==> config.mk <==
export PLATFORM = sky130hd
export DESIGN_NAME = pic_ctrl_seq
export DESIGN_NICKNAME = d
export VERILOG_FILES = /design/src/rtl/pic_ctrl_pkg.sv /design/src/rtl/pic_ctrl_decode.sv /design/src/rtl/pic_ctrl_seq.sv
export SDC_FILE = /design/constraint.sdc
export NUM_CORES = 1
export LEC_CHECK = 0
export BUFFER_PORTS_ARGS = -buffer_cell sky130_fd_sc_hd__buf_2
export CORE_AREA = 8 8 45 47
export DETAILED_ROUTE_END_ITERATION = 8
export DIE_AREA = 0 0 53 55
export GPL_ROUTABILITY_DRIVEN = 0
export HOLD_SLACK_MARGIN = 0.05
export PLACE_DENSITY = 0.72
export SLEW_MARGIN = 5
export SYNTH_ARGS = -nofsm -noshare
export SYNTH_HDL_FRONTEND = slang
export SYNTH_HIERARCHICAL = 1
export SYNTH_SLANG_ARGS = --single-unit
export TNS_END_PERCENT = 10
==> constraint.sdc <==
create_clock -name CK -period 1.8 [get_ports CK]
set_clock_uncertainty 0.1 [all_clocks]
set_input_delay 0.18 -clock CK [delete_from_list [all_inputs] [get_ports CK]]
set_output_delay 0.18 -clock CK [all_outputs]
set_load 0.1 [all_outputs]
==> src/rtl/pic_ctrl_pkg.sv <==
// Shared types and opcode tables for the PIC-style four-phase sequencer.
// Optional single-step support is enabled with the PIC_CTRL_STEP_EN macro (see pic_ctrl_seq).
package pic_ctrl_pkg;

    typedef enum logic [1:0] {
        PH_FETCH     = 2'd0,
        PH_DECODE    = 2'd1,
        PH_EXECUTE   = 2'd2,
        PH_WRITEBACK = 2'd3
    } phase_e;

    typedef enum logic [3:0] {
        CL_NOP,
        CL_FILE,
        CL_BSKIP,
        CL_FSZ,
        CL_GOTO,
        CL_MOVLW,
        CL_XORLW,
        CL_LIT,
        CL_OTHER
    } instr_class_e;

    // Opcode mask/match pairs on the 12-bit instruction word.
    localparam logic [11:0] OP_FILE_MASK  = 12'hC00;
    localparam logic [11:0] OP_FILE       = 12'h000;
    localparam logic [11:0] OP_FSZ_MASK   = 12'hFC0;
    localparam logic [11:0] OP_DECFSZ     = 12'h2C0;
    localparam logic [11:0] OP_INCFSZ     = 12'h3C0;
    localparam logic [11:0] OP_BSKIP_MASK = 12'hE00;
    localparam logic [11:0] OP_BSKIP      = 12'h600;
    localparam logic [11:0] OP_GOTO_MASK  = 12'hE00;
    localparam logic [11:0] OP_GOTO       = 12'hA00;
    localparam logic [11:0] OP_LIT_MASK   = 12'hF00;
    localparam logic [11:0] OP_MOVLW      = 12'hC00;
    localparam logic [11:0] OP_LIT_A      = 12'hD00;
    localparam logic [11:0] OP_LIT_B      = 12'hE00;
    localparam logic [11:0] OP_XORLW      = 12'hF00;

    localparam logic [1:0] ACC_ALU  = 2'd0;
    localparam logic [1:0] ACC_LIT  = 2'd1;
    localparam logic [1:0] ACC_XOR  = 2'd2;
    localparam logic [1:0] ACC_RSVD = 2'd3;

    function automatic logic op_match(input logic [11:0] ins,
                                      input logic [11:0] mask,
                                      input logic [11:0] match);
        return (ins & mask) == match;
    endfunction

endpackage

==> src/rtl/pic_ctrl_decode.sv <==
// Combinational instruction classifier: IR word to class and write/skip attributes.
module pic_ctrl_decode
    import pic_ctrl_pkg::*;
(
    input  logic [11:0]  ir_i,
    output instr_class_e cls_o,
    output logic         is_skip_o,
    output logic         writes_w_o,
    output logic         writes_f_o
);

    logic file_like;

    // FSZ opcodes sit inside the FILE space, so they must be matched first.
    always_comb begin
        cls_o = CL_OTHER;
        if (ir_i == 12'h000) begin
            cls_o = CL_NOP;
        end else if (op_match(ir_i, OP_FSZ_MASK, OP_DECFSZ) ||
                     op_match(ir_i, OP_FSZ_MASK, OP_INCFSZ)) begin
            cls_o = CL_FSZ;
        end else if (op_match(ir_i, OP_FILE_MASK, OP_FILE)) begin
            cls_o = CL_FILE;
        end else if (op_match(ir_i, OP_BSKIP_MASK, OP_BSKIP)) begin
            cls_o = CL_BSKIP;
        end else if (op_match(ir_i, OP_GOTO_MASK, OP_GOTO)) begin
            cls_o = CL_GOTO;
        end else if (op_match(ir_i, OP_LIT_MASK, OP_MOVLW)) begin
            cls_o = CL_MOVLW;
        end else if (op_match(ir_i, OP_LIT_MASK, OP_XORLW)) begin
            cls_o = CL_XORLW;
        end else if (op_match(ir_i, OP_LIT_MASK, OP_LIT_A) ||
                     op_match(ir_i, OP_LIT_MASK, OP_LIT_B)) begin
            cls_o = CL_LIT;
        end
    end

    assign file_like  = (cls_o == CL_FILE) || (cls_o == CL_FSZ);
    assign is_skip_o  = (cls_o == CL_BSKIP) || (cls_o == CL_FSZ);
    assign writes_f_o = file_like && ir_i[5];
    assign writes_w_o = (file_like && !ir_i[5]) || (cls_o == CL_MOVLW) ||
                        (cls_o == CL_XORLW) || (cls_o == CL_LIT);

endmodule

==> src/rtl/pic_ctrl_seq.sv <==
// Four-phase FETCH/DECODE/EXECUTE/WRITEBACK sequencer with skip annulment and run/halt.
// Define PIC_CTRL_STEP_EN to add the single-step input 'step'.
module pic_ctrl_seq
    import pic_ctrl_pkg::*;
#(
    parameter int PC_W = 9,
    parameter int IW   = 12
) (
    input  logic          CK,
    input  logic          CLR,
    input  logic [IW-1:0] ir,
    input  logic          alu_zero,
    input  logic          run,
`ifdef PIC_CTRL_STEP_EN
    input  logic          step,
`endif
    output logic          ir_we,
    output logic          pc_we,
    output logic          pc_sel,
    output logic          ram_oe,
    output logic          ram_we,
    output logic          w_we,
    output logic [1:0]    acc_src,
    output logic          skip_pending,
    output logic [1:0]    phase,
    output logic          retired
);

    if (IW != 12) begin : g_iw_check
        $error("pic_ctrl_seq: IW must be 12");
    end
    if (PC_W < 9) begin : g_pcw_check
        $error("pic_ctrl_seq: PC_W too narrow for the 9-bit goto target");
    end

    localparam logic [1:0] ST_FETCH     = PH_FETCH;
    localparam logic [1:0] ST_DECODE    = PH_DECODE;
    localparam logic [1:0] ST_EXECUTE   = PH_EXECUTE;
    localparam logic [1:0] ST_WRITEBACK = PH_WRITEBACK;

    instr_class_e dec_cls;
    logic         dec_is_skip;
    logic         dec_writes_w;
    logic         dec_writes_f;

    pic_ctrl_decode u_decode (
        .ir_i       (ir),
        .cls_o      (dec_cls),
        .is_skip_o  (dec_is_skip),
        .writes_w_o (dec_writes_w),
        .writes_f_o (dec_writes_f)
    );

    logic [1:0] phase_q, phase_d;
    logic       skip_q, skip_d;
    logic       annul_q, annul_d;
    logic       go;
    logic       skip_cond;
    logic       reads_f;

`ifdef PIC_CTRL_STEP_EN
    assign go = run | step;
`else
    assign go = run;
`endif

    assign reads_f = (dec_cls == CL_FILE) || (dec_cls == CL_BSKIP) || (dec_cls == CL_FSZ);

    always_comb begin
        skip_cond = 1'b0;
        if (dec_cls == CL_BSKIP) begin
            skip_cond = ir[8] ? ~alu_zero : alu_zero;
        end else if (dec_cls == CL_FSZ) begin
            skip_cond = alu_zero;
        end
    end

    // annul_q marks the instruction in flight as the victim of a skip; skip_q is
    // the visible "next instruction is annulled" flag and survives halts.
    always_comb begin
        phase_d = phase_q;
        skip_d  = skip_q;
        annul_d = annul_q;
        case (phase_q)
            ST_FETCH: begin
                if (go) begin
                    phase_d = ST_DECODE;
                    annul_d = skip_q;
                end
            end
            ST_DECODE:  phase_d = ST_EXECUTE;
            ST_EXECUTE: begin
                phase_d = ST_WRITEBACK;
                if (dec_is_skip && !annul_q) begin
                    skip_d = skip_cond;
                end
            end
            default: begin
                phase_d = ST_FETCH;
                if (annul_q) begin
                    skip_d = 1'b0;
                end
            end
        endcase
    end

    always_ff @(posedge CK or posedge CLR) begin
        if (CLR) begin
            phase_q <= ST_FETCH;
            skip_q  <= 1'b0;
            annul_q <= 1'b0;
        end else begin
            phase_q <= phase_d;
            skip_q  <= skip_d;
            annul_q <= annul_d;
        end
    end

    always_comb begin
        ir_we   = 1'b0;
        pc_we   = 1'b0;
        pc_sel  = 1'b0;
        ram_oe  = 1'b0;
        ram_we  = 1'b0;
        w_we    = 1'b0;
        acc_src = ACC_ALU;
        retired = 1'b0;
        case (phase_q)
            ST_FETCH:              ir_we  = go & ~CLR;
            ST_DECODE, ST_EXECUTE: ram_oe = reads_f;
            default: begin
                pc_we   = 1'b1;
                pc_sel  = (dec_cls == CL_GOTO) & ~annul_q;
                ram_we  = dec_writes_f & ~annul_q;
                w_we    = dec_writes_w & ~annul_q;
                retired = 1'b1;
                if (dec_cls == CL_MOVLW) begin
                    acc_src = ACC_LIT;
                end else if (dec_cls == CL_XORLW) begin
                    acc_src = ACC_XOR;
                end
            end
        endcase
    end

    assign skip_pending = skip_q;
    assign phase        = phase_q;

endmodule

==> flow_summary.ini, run 1 <==
[status]
status = finished, violations left
failed_checks = negative setup slack

[synthesis]
synth_edf_count = 0
ys_types = 32
ys_async_sr_fraction_pct = 100
yosysSeqAreaShare_pct = 21.1
syn_nets = 79
ys_ff_latch = 4
syn-cell-area_um2 = 475
syn_inst = 59
yosys_warnings = 6
syn_avg_cell_area_um2 = 8.06
synth-main-ff-cell = dfrtp_1

[timing]
tns_ns = -2.28
whs_ns = 0.0825
relSlewSlack_pct = 67.7
final_hold_viol_count = 0
finalMaxSlewViolations = 0
tightest_slew_ns = 0.488
timing.fmax_mhz = 432
rsz0062_at_grt = yes
period_share_pct = 128
worst_slack_ns = -0.513
period_needed_ns = 2.31
setup_viol = 6

[worst_setup_path]
cp.arrival_ns = 2.03
critPathKind = input port to output port
r2r-end = skip_pending
endpoint_kind = output port
path_cells = buf_6 -> or4_4 -> or4_4 -> o22a_4 -> nor4_4 -> buf_12
worst_path_most_repeated_cell = or4_4
cp_max_fo = 5
path_buf_inv = 2
path_delay_family = simple AND/OR/NAND/NOR gates
crit_cells = 6
crit_required_ns = 1.52
start_kind = input port
crit_slowest_cell = or4_4
reg2reg_slack_ns = 0.34
worstReg2RegStart = phase[0]
rr_worst_depth = 5
max_stage_delay_ns = 0.51

[routing]
wl_um = 1530
drtPass1Iterations = 2
initialDrtViolationCount = 8
drc = 0
routedWlPerCell_um = 13.8
ant_nets = 0
vias_per_cell = 5.23
vias = 581

[power]
p_leak_uw = 0.000412
swShare_pct = 62.8
comb_power_share_pct = 75.8
irDropWorstVdd_uv = 1300
net-switching-power_uw = 758
p_clk_share_pct = 8.9
seq_power_share_pct = 15.3
cellPowerDensity_nw_per_um2 = 1370
internal-power_uw = 449

[hold_path]
min_path_cells = 2
hold_path_end = phase[1]
hold_path_startpoint = run
worstHoldPathType = input port to register

[placement]
hpwl_um = 1280
io_buffer_count = 27
place_inst = 107

[clock_network]
clock-sinks = 4
path_clk_slew_ns = 0.04
htree_levels = 1
cts_buffer_depth = 2
cts_buffers = 3
clk_latency_ns = 0.23
cts_tree = yes
clock-root-buffer = clkbuf_4

[floorplan]
chipWidth_um = 53
die_h_um = 55
core_um2 = 1380
ioPinCount = 28
die_area_um2 = 2920
placementRows = 14
initial_core_util_pct = 34.4

[layout]
final_cell_mix = buf_2 (19), buf_4 (8), nand2_1 (5), buf_12 (5)
fillCellCount = 124
diodes = 0
final_layout_size_suffix_gt1_share_pct = 54.7
fin_cells = 111
layout_commonest_cell = buf_2
area_delta_synth_final_pct = 85.3
nets = 117

[global_route]
grt_max_degree = 9
grt_pass1_wl_um = 2600
antenna_found_initial = 0
grt.total_usage_pct = 11.8
grt_overflow_total = 0
grt_pass1_vias = 634

[job]
drv_cap = 0
-- registers in the layout (all words and copies together), names as in the netlist --
register	cells
phase	2
annul_q	1
skip_pending	1
-- power by group through the flow --
stage | Sequential, uW | Combinational, uW | Clock (uW)
2_1_floorplan | 366 | 527 | 0
3_3_place_gp | 185 | 865 | 0
3_5_place_dp | 188 | 878 | 0
4_1_cts | 188 | 911 | 114
5_1_grt | 195 | 963 | 121
6_report | 185 | 915 | 107
-- cell families after synthesis --
family,after synthesis,share of synthesized area [%]
xor gates and xnor gates,2,3.68
adders and majority gates,4,10.5
AOI/OAI and AO/OA,15,22.6
buffers and inverters,7,6.58
DFF,4,21.1
and+or+nand+nor,26,33.2
muxes,1,2.37
-- layer usage --
layer	GRT usage (%)	routed length [um]	up-vias
met5	0	0	-
met4	7.33	53	0
met3	4.28	156	4
met2	21.1	738	24
met1	11.3	582	264
li1	-	-	289
-- what timing repair did --
item                       4_1_cts  5_1_grt
buffers inserted                 0        0
pin swaps                        3        0
hold endpoints to repair         4        0
setup endpoints to repair        7        7
resized for setup               13        2
hold buffers                     1        0
-- Yosys cell counts (all sizes together), types with 2 or more instances --
cell    instances  area, um2
dfrtp           4        100
inv             4       15.0
buf             2       12.5
nor2            5       18.8
and2            2       12.5
a21oi           2       10.0
ha              4       50.1
nand3b          2       15.0
nor3b           3       22.5
or4             3       22.5
nand2           5       18.8
o21ai           3       15.0
and3b           3       28.8
-- worst reg2reg max path: cells and delay by family, from the launching register on --
family | cells | cell delay, ns
fa+ha+maj | 1 | 0.23
buf+inv | 1 | 0.08
flops | 1 | 0.45
simple gates | 1 | 0.20
compound gates | 2 | 0.33
-- how the worst max path moves through the flow --
stage / from / end / slack [ns]
after floorplan: ir[0] / pc_sel / -1.02
after global placement: ir[0] / pc_sel / -0.58
after detailed placement: ir[0] / pc_sel / -0.59
after CTS: ir[0] / pc_sel / -0.53
after global routing: ir[0] / pc_sel / -0.55
final: ir[0] / pc_sel / -0.51
-- final cells by class --
cell class	instances	area, um2	share of cell area (%)
Clock buffer	3	22.5	2.56
Inverter	4	15.0	1.70
Timing Repair Buffer	36	303	34.4
Tap cell	16	20.0	2.27
Sequential cell	4	105	11.9
Multi-Input combinational cell	48	415	47.2
-- per-stage QoR --
stage	total power, uW	cell area [um2]	setup WS, ns	utilization (%)
after floorplan	893	532	-1.02	-
after global placement	1050	791	-0.579	57.1
after detailed placement	1070	791	-0.594	57.1
after CTS	1210	875	-0.528	63.2
after global routing	1280	881	-0.552	63.7
final	1210	881	-0.513	63.7
No activity file was read; power rests on OpenSTA's default activity.
==> run 2: changes to the inputs <==
- ABC_AREA: not set -> 1
- CORE_AREA: 8 8 45 47 -> not set
- CORE_MARGIN: not set -> 8
- CORE_UTILIZATION: not set -> 38
- DIE_AREA: 0 0 53 55 -> not set
- GPL_TIMING_DRIVEN: not set -> 0
- PLACE_DENSITY: 0.72 -> 0.75
- SYNTH_HIERARCHICAL: 1 -> not set
==> flow_summary.ini, run 2 <==
[routing]
ant_nets = 0
vias = 660
initialDrtViolationCount = 15
drc = 0
drtPass1Iterations = 4
routedWlPerCell_um = 10.7
wl_um = 1490
vias_per_cell = 4.75

[job]
drv_cap = 0

[synthesis]
yosys.area.top_type_share_pct = 22.5
ys_types = 15
ys_top_cells_by_count = nand2_1 (30), inv_1 (16), nor2_1 (12)
syn_avg_cell_area_um2 = 5.56
syn-cell-area_um2 = 500
synth-main-ff-cell = dfrtp_1
synth.most_common_cell = nand2_1
yosys.area.top_type = nand2_1
yosys_warnings = 0
syn_nets = 110
synth_area_leaders = nand2_1 (23%), dfrtp_1 (20%), inv_1 (12%), ha_1 (10%), nor2_1 (9.0%)
yosysSeqAreaShare_pct = 20.0
ys_ff_latch = 4
syn_inst = 90
ys_async_sr_fraction_pct = 100
synth_edf_count = 0

[worst_setup_path]
path_delay_family = flip-flops
path_cells = ha_4 -> clkinvlp_4 -> a211oi_2 -> nand2_1 -> nand2_2 -> buf_12
crit_required_ns = 1.52
path_buf_inv = 2
endpoint_kind = output port
start_kind = register
crit_slowest_cell = dfrtp_4
cp.arrival_ns = 1.54
critPathKind = register to output port
cp_max_fo = 5
max_stage_delay_ns = 0.43

[clock_network]
cts_buffer_depth = 2
clock-sinks = 4
cts_tree = yes
htree_levels = 1
clk_latency_ns = 0.23
clock-root-buffer = clkbuf_4
cts_buffers = 3
path_clk_slew_ns = 0.04

[timing]
timing.fmax_mhz = 550
relSlewSlack_pct = 67.8
worst_slack_ns = -0.0194
period_share_pct = 101
period_needed_ns = 1.82
tightest_slew_ns = 0.487
final_hold_viol_count = 0
setup_viol = 2
finalMaxSlewViolations = 0
rsz0062_at_grt = yes

[floorplan]
placementRows = 13
chipWidth_um = 52.3
die_area_um2 = 2730
die_h_um = 52.3
initial_core_util_pct = 39.4
ioPinCount = 28
core_um2 = 1270

[status]
failed_checks = negative setup slack
status = finished, violations left

[power]
p_leak_uw = 0.000463
cellPowerDensity_nw_per_um2 = 1590
irDropWorstVdd_uv = 1310
total_power_uw = 1370

[placement]
hpwl_um = 1270
io_buffer_count = 27

[global_route]
grt_overflow_total = 0
antenna_found_initial = 0
grt_max_degree = 8
grt_pass1_vias = 645
grt_pass1_wl_um = 2510
grt.total_usage_pct = 11.3

[layout]
layout_commonest_cell = nand2_1
post-route-util_pct = 67.9
largest_reg_flops = 2
diodes = 0
final_layout_size_suffix_gt1_share_pct = 36.3
final_cell_mix = nand2_1 (29), buf_2 (20), inv_1 (15)
nets = 145
area_delta_synth_final_pct = 72.0
fillCellCount = 110

[hold_path]
worstHoldPathType = input port to register
run 2: cell count changes in the layout (fill, tap and decap cells not counted), moves of 3 or more:
cell	delta
nand2_1	+24
inv_1	+11
nor2_1	+8
nand3_1	+6
buf_4	-5
buf_12	-3
run 2: area by class of cell:
class	count	area (um2)	area share, %
timing repair buffer	30	225	26.2
tap	15	18.8	2.18
buffer	1	7.51	0.872
sequential	4	108	12.5
inverter	16	63.8	7.41
clock buffer	4	26.3	3.05
multi-input combinational	69	412	47.8
run 2: power by group:
part / switching [uW] / internal, uW
clock: 34.8 / 83.0
sequential: 59.7 / 149
combinational: 761 / 278
total: 855 / 511
run 2: path summary, 6_finish.rpt:
kind,start,to,slack (ns),depth (start not counted)
max in group asynchronous,CLR,phase[1],1.15,3
worst max-delay path,phase[0],w_we,-0.02,6
min in group asynchronous,CLR,phase[0],0.28,3
worst max register to register,phase[0],skip_pending,0.33,9
worst min register to register,skip_pending,skip_pending,0.40,2
worst min-delay path,run,annul_q,0.17,3
run 2: repair_timing:
| action | in CTS | in global routing |
|---|---|---|
| resized for setup | 11 | 13 |
| setup buffers | 0 | 2 |
| endpoints found under the setup margin | 7 | 6 |
| endpoints found under the hold margin | 4 | 0 |
| pin swaps | 0 | 5 |
| hold buffers | 1 | 0 |
run 2: layer usage:
layer	track usage [%]	routed length, um	up-vias
met2	20.4	782	17
li1	-	-	351
met4	5.17	0	0
met5	0	0	-
met3	2.27	120	0
met1	12.2	591	292
run 2: worst reg2reg max path: cells and delay by family, from the launching register on:
kind	cells	cell delay, ns
DFF	1	0.49
and+or+nand+nor	6	0.35
buffers and inverters	2	0.22
adders and majority gates	1	0.18
run 2: stage by stage:
step | instance area [um2] | setup slack, ns | TNS, ns | std cells | hold WS [ns]
after floorplan | 567 | -0.868 | -4.69 | 90 | -0.154
after global routing | 861 | -0.115 | -0.354 | 139 | 0.200
final | 861 | -0.0194 | -0.0276 | 139 | 0.174
after global placement | 721 | 0.0431 | 0 | 132 | -0.0270
after CTS | 790 | -0.0406 | -0.0731 | 137 | 0.169
after detailed placement | 721 | 0.0430 | 0 | 132 | -0.0227
run 2: cell families (layout without fill, tap and decap cells):
family                     count (synthesis)  in the layout  synth area share, %
and+or+nand+nor                           54             54                 44.0
DFF                                        4              4                 20.0
adders and majority gates                  4              4                 10.0
buffers and inverters                     17             51                 13.5
xor gates and xnor gates                   1              1                 1.75
AOI/OAI and AO/OA                         10             10                 10.7
